**config.mk**
```make
export PLATFORM = sky130hd
export DESIGN_NAME = square_dec
export DESIGN_NICKNAME = d
export VERILOG_FILES = /design/src/rtl/square_pkg.sv /design/src/rtl/tape_edge_sync.sv /design/src/rtl/square_dec.sv
export SDC_FILE = /design/constraint.sdc
export NUM_CORES = 1
export LEC_CHECK = 0
export ABC_AREA = 1
export CAP_MARGIN = 20
export CORE_MARGIN = 5
export CORE_UTILIZATION = 34
export DETAILED_ROUTE_END_ITERATION = 6
export HOLD_SLACK_MARGIN = 0.02
export MAX_ROUTING_LAYER = met4
export PLACE_DENSITY = 0.63
export SLEW_MARGIN = 10
export SYNTH_ARGS = -nofsm -noshare
export SYNTH_HDL_FRONTEND = slang
export SYNTH_SLANG_ARGS = --single-unit
```
**constraint.sdc**
```tcl
create_clock -name clk -period 5.4 [get_ports clk]
set_clock_uncertainty 0.15 [all_clocks]
set_input_delay 1.08 -clock clk [delete_from_list [all_inputs] [get_ports clk]]
set_output_delay 1.08 -clock clk [all_outputs]
set_load 0.005 [all_outputs]
```
**src/rtl/square_pkg.sv**
```systemverilog
// Shared types and default timing for the Oric tape-input square-wave decoder.
// Thresholds are in clk cycles of the 16 MHz system clock.
package square_pkg;

  typedef enum logic [1:0] {
    IDLE = 2'd0,
    LOW  = 2'd1,
    HIGH = 2'd2
  } state_t;

  // Result of measuring one low phase.
  typedef enum logic [1:0] {
    CLS_ERR   = 2'd0,
    CLS_SHORT = 2'd1,
    CLS_LONG  = 2'd2
  } cls_t;

  // Nominal half-period T: the tape-out accumulator adds STP=3356 to a 24-bit
  // phase each clk, so one wrap takes 2^24/3356 ~= 4999 clk, rounded to 5000.
  localparam int unsigned T_NOM   = 5000;
  localparam int unsigned T_MIN   = 2500;
  localparam int unsigned T_SPLIT = 7500;
  localparam int unsigned T_MAX   = 12500;
  localparam int unsigned CW      = 16;

  // Snapshot of the decoder's internal state for checkers and probes.
  typedef struct packed {
    state_t     state;
    logic       half;
    logic [2:0] nbit;
    logic       level;
  } dbg_t;

  function automatic cls_t classify(input int unsigned c,
                                    input int unsigned tmin,
                                    input int unsigned tsplit,
                                    input int unsigned tmax);
    if (c < tmin)        return CLS_ERR;
    else if (c < tsplit) return CLS_SHORT;
    else if (c <= tmax)  return CLS_LONG;
    return CLS_ERR;
  endfunction

endpackage

```
**src/rtl/tape_edge_sync.sv**
```systemverilog
// Brings the asynchronous tape level into the clk domain and flags its edges.
// All flops reset to 1 because the line idles high.
module tape_edge_sync (
  input  logic clk,
  input  logic reset_n,
  input  logic din,
  output logic level,
  output logic rise,
  output logic fall
);

  logic s1;
  logic s2;
  logic prev;

  always_ff @(posedge clk or negedge reset_n) begin
    if (!reset_n) begin
      s1   <= 1'b1;
      s2   <= 1'b1;
      prev <= 1'b1;
    end else begin
      s1   <= din;
      s2   <= s1;
      prev <= s2;
    end
  end

  assign level = s2;
  assign rise  = s2 & ~prev;
  assign fall  = ~s2 & prev;

endmodule

```
**src/rtl/square_dec.sv**
```systemverilog
// Recovers LSB-first bytes from the tape square wave by timing low phases:
// two short lows (T) make a 1, one long low (2T) makes a 0.
module square_dec #(
  parameter int unsigned T_MIN   = square_pkg::T_MIN,
  parameter int unsigned T_SPLIT = square_pkg::T_SPLIT,
  parameter int unsigned T_MAX   = square_pkg::T_MAX,
  parameter int unsigned CW      = square_pkg::CW
) (
  input  logic               clk,
  input  logic               reset_n,
  input  logic               en,
  input  logic               din,
  output logic [7:0]         data,
  output logic               valid,
  output logic               err,
  output logic               busy,
  output square_pkg::dbg_t   dbg
);

  import square_pkg::*;

  localparam logic [CW-1:0] CNT_TO  = CW'(T_MAX + 1);
  localparam logic [CW-1:0] CNT_ONE = CW'(1);

  logic          level;
  logic          rise;
  logic          fall;
  state_t        state;
  logic [CW-1:0] cnt;
  logic          half;
  logic [2:0]    nbit;
  logic [7:0]    shreg;

  cls_t          cls;
  logic          bit_ok;
  logic          bit_val;
  logic          half_set;
  logic          frame_err;
  logic [7:0]    new_shreg;

  tape_edge_sync u_sync (
    .clk     (clk),
    .reset_n (reset_n),
    .din     (din),
    .level   (level),
    .rise    (rise),
    .fall    (fall)
  );

  // Decode what the current cycle means; the FSM below only applies it.
  always_comb begin
    cls       = classify(32'(cnt), T_MIN, T_SPLIT, T_MAX);
    bit_ok    = 1'b0;
    bit_val   = 1'b0;
    half_set  = 1'b0;
    frame_err = 1'b0;
    if (en) begin
      case (state)
        LOW: begin
          // A rising edge in the timeout cycle is still classified.
          if (rise) begin
            case (cls)
              CLS_SHORT: begin
                if (half) begin
                  bit_ok  = 1'b1;
                  bit_val = 1'b1;
                end else begin
                  half_set = 1'b1;
                end
              end
              CLS_LONG: begin
                if (half) frame_err = 1'b1;
                else      bit_ok    = 1'b1;
              end
              default: frame_err = 1'b1;
            endcase
          end else if (cnt == CNT_TO) begin
            frame_err = 1'b1;
          end
        end
        HIGH: begin
          if (!fall && cnt == CNT_TO) frame_err = 1'b1;
        end
        default: ;
      endcase
    end
    new_shreg = {bit_val, shreg[7:1]};
  end

  // valid/err are single-cycle strobes with no back-pressure: the consumer must
  // take data in the cycle valid is high, and data then holds until the next byte.
  always_ff @(posedge clk or negedge reset_n) begin
    if (!reset_n) begin
      state <= IDLE;
      cnt   <= '0;
      half  <= 1'b0;
      nbit  <= '0;
      shreg <= '0;
      data  <= '0;
      valid <= 1'b0;
      err   <= 1'b0;
    end else begin
      valid <= 1'b0;
      err   <= 1'b0;
      if (!en) begin
        state <= IDLE;
        cnt   <= '0;
        half  <= 1'b0;
        nbit  <= '0;
        shreg <= '0;
      end else begin
        if (rise || fall)                         cnt <= '0;
        else if (state != IDLE && cnt != {CW{1'b1}}) cnt <= cnt + CNT_ONE;

        if (frame_err) begin
          err   <= 1'b1;
          half  <= 1'b0;
          nbit  <= '0;
          shreg <= '0;
          state <= IDLE;
        end else if (bit_ok) begin
          shreg <= new_shreg;
          half  <= 1'b0;
          if (nbit == 3'd7) begin
            data  <= new_shreg;
            valid <= 1'b1;
            nbit  <= '0;
            state <= IDLE;
          end else begin
            nbit  <= nbit + 3'd1;
            state <= HIGH;
          end
        end else if (half_set) begin
          half  <= 1'b1;
          state <= HIGH;
        end else begin
          case (state)
            IDLE:    if (fall) state <= LOW;
            HIGH:    if (fall) state <= LOW;
            LOW:     state <= LOW;
            default: state <= IDLE;
          endcase
        end
      end
    end
  end

  assign busy = (state != IDLE);
  assign dbg  = '{state: state, half: half, nbit: nbit, level: level};

endmodule

```
==> impl_metrics.csv <==
group,metric,value,unit
worst_setup_path,crit_path_start_kind,"input pin",
global_routing,globalRouteTotalUtil,12.55,%
layout,nNetsFinal,340,
pwr,power.sequential.fraction,51.4,%
pwr,power.leakage,0.001337,uW
global_routing,grt_antenna_before_repair,0,
placement,hpwlAfterDp,3.737,mm
global_routing,global_route.peak_usage_layer,"met2",
sta,worstMarginPinSlew,0.9221,ns
clock_network,clock-sinks,42,
yosys,synth_largest_area_cell,"sky130_fd_sc_hd__dfrtp_1",
pwr,share_clk_of_total_power,41.8,%
clock_network,cts-buffers-inserted,5,
worst_setup_path,worst_ep_arrival_time,3.17,ns
global_routing,global_route.overflow_total,0,
clock_network,cts_hold_buf,0,
placement,portBuffers,21,
die,io-pin-count,22,
layout,syn2layout_area_growth,17.43,%
yosys,sequential_to_total_area_share_from_yosys_stat,44.53,%
sta,post_route_clock_period_utilization,57.98,%
pwr,swShare,24.30,%
clock_network,clkSlewWorstSetupHoldPaths,0.09,ns
layout,most_frequent_standard_cell_in_the_layout_excluding_fill_and_tap_cells,"sky130_fd_sc_hd__nand2_1",
pwr,power_report.internal_total,473.6,uW
global_routing,grt_start_max_net_pins,43,
sta,maxSlewViolCount,0,
clock_network,clock_tree_buf_depth,2,
die,die-area,8736,sq um
yosys,mappedNetlistArea,2369,sq um
worst_setup_path,classification_of_the_worst_setup_path,"input pin to register",
yosys,synth.lib_cells_used.distinct,31,
worst_setup_path,worst_path_dominant_cell_family,"simple AND/OR/NAND/NOR gates",
layout,n_antenna_cell,0,
placement,place_congestion,0.9564,
worst_setup_path,critPathBufInv,3,
clock_network,cts_htree_levels,2,
yosys,postSynthNetCount,317,
clock_network,cts_setup_buffers,0,
pwr,vdd_ir_drop_max,0.1613,mV
flow_run,max_cap_viol_count,0,
yosys,synth_top_area_share,41.20,%
worst_hold_path,hp-class,"register to register",
sta,finalHoldViolCount,0,
clock_network,resized_cells_post_cts,0,
yosys,synth.area.top_cells,"sky130_fd_sc_hd__dfrtp_1 41%, sky130_fd_sc_hd__nand2_1 14%, sky130_fd_sc_hd__ha_1 5.8%",
yosys,synth_seq_cells,42,
clock_network,cts_root_buffer,"sky130_fd_sc_hd__clkbuf_8",
layout,fin_cells,422,
yosys,synth_warnings,0,
die,start_util,34.86,%
pwr,power_per_cell_area,224.9,nW/um^2
run_status,status,"finished, final reports clean",
sta,setup_violators_final,0,
sta,setup_total_negative_slack,0,ns
layout,final_layout_size_suffix_gt1_share,9.816,%
sta,rsz_0062_raised_after_global_routing,"false",
yosys,syn_inst,302,
routing,drc,0,
worst_setup_path,cpPeakStageDelay,0.63,ns
worst_setup_path,crit_chain,"clkdlybuf4s50_1 > nand2_1 > inv_2 > nand2_2 > nand2_1 > nor2_1 > inv_1 > nor2_1 > nand3_1 > nand2_1 > nor2_1",
global_routing,first_global_vias,1881,
clock_network,clock_latency,0.29,ns
die,die-height,93.47,microns
routing,wire_per_inst,11.92,microns
layout,layout.cells.most_common_list,"89 x sky130_fd_sc_hd__nand2_1, 39 x sky130_fd_sc_hd__dfrtp_1, 29 x sky130_fd_sc_hd__inv_1",
die,chipWidth,93.47,microns
worst_setup_path,setup.worst_path.end_class,"register",
placement,number_of_placed_instances_taps_included,414,
global_routing,grt_first_pass_wirelength,8.638,mm
pwr,power.switching,152.0,uW
worst_setup_path,crit_required,5.44,ns
routing,drt-initial-drc-count,133,
sta,layout_min_cycle_time,3.131,ns
pwr,power.share.combinational,6.8,%
yosys,post_synthesis_area_per_instance,7.843,sq um
worst_setup_path,cp_max_fo,10,
routing,route.final.wire_length,5.032,mm
die,floorplan.rows,30,
routing,number_of_vias_per_cell_after_detailed_routing,4.682,
global_routing,groute.layer.met3.usage,2.655,%
global_routing,grt.met2_usage,19.30,%
layout,utilization,40.94,%
routing,post_route_ant_nets,0,
global_routing,global_route.usage.met1,16.30,%
clock_network,cts_tree,"built",
routing,routed-via-count,1976,
die,design.core.area,6794,sq um
worst_setup_path,timing.critical_path.slowest_stage_cell,"sky130_fd_sc_hd__clkdlybuf4s50_1",
sta,finalHoldWorstSlack,0.2102,ns
sta,fmax,0.3194,GHz
sta,max-slew-margin-rel,38.53,%
routing,drt_pass1_iterations,4,
[kinds of logic (layout without fill, tap and decap cells)]
group	count (synthesis)	in the layout	synth area share (%)
simple gates	172	172	33.86
flops	42	42	44.53
buf+inv	40	64	6.972
compound gates	35	35	8.082
fa+ha+maj	11	11	5.811
xor+xnor	2	2	0.7397
[routing by layer]
| metal | wire (microns) | up-vias |
|---|---|---|
| li1 | - | 1026 |
| met4 | 82 | 0 |
| met1 | 2465 | 913 |
| met2 | 2335 | 29 |
| met5 | 0 | - |
| met3 | 148 | 8 |
[cell type report]
type	instances	area [sq um]
multi-input cells	220	1149
clock buffers	5	68.82
fillers	695	4013
well taps	96	120.1
clock inverters	3	48.80
flip-flops and latches	42	1055
repair buffers	21	205.2
inverters	35	135.1
[power by group through the flow]
stage               Clock, uW  Combinational, uW  Sequential, uW
global placement            0               42.4             328
finish                    262               42.7             321
global route              284               48.5             322
detailed placement          0               43.2             328
CTS                       271               43.5             322
floorplan                   0               24.5             327
[registers in the layout, summed over array words and instances, names as in the netlist]
name          flops
shreg             7
half              1
u_sync.s1         1
cnt              16
u_sync.level      1
data              8
err               1
u_sync.prev       1
state             2
nbit              3
valid             1
[synthesized netlist by cell type (all sizes together)]
cell / instances
nand3: 22
a211oi: 1
nor2: 29
ha: 11
buf: 5
o21ai: 11
a21oi: 19
inv: 34
xor2: 2
nand2: 96
nor3b: 1
clkinv: 1
dfstp: 3
o21a: 3
nor3: 11
o211ai: 1
nand4: 11
dfrtp: 39
nand3b: 2
[worst paths after layout]
path	from	to	slack (ns)	cells past startpoint
setup / recovery	en	cnt[11]	2.27	11
hold / removal	u_sync.s1	u_sync.level	0.21	0
setup reg to reg	u_sync.level	cnt[11]	2.83	12
hold reg to reg	u_sync.s1	u_sync.level	0.21	0
max in group asynchronous	reset_n	nbit[2]	3.76	1
min in group asynchronous	reset_n	cnt[5]	0.76	1
[metrics by stage]
step	total power, uW	area, sq um	worst slack [ns]
after global placement	369.9	2664	2.072
final	625.6	2781	2.269
after detailed placement	370.8	2664	1.986
after CTS	636.2	2781	2.310
after floorplan	351.7	2369	2.904
after global routing	655.0	2781	2.033
(Power assumes the default switching activity.)
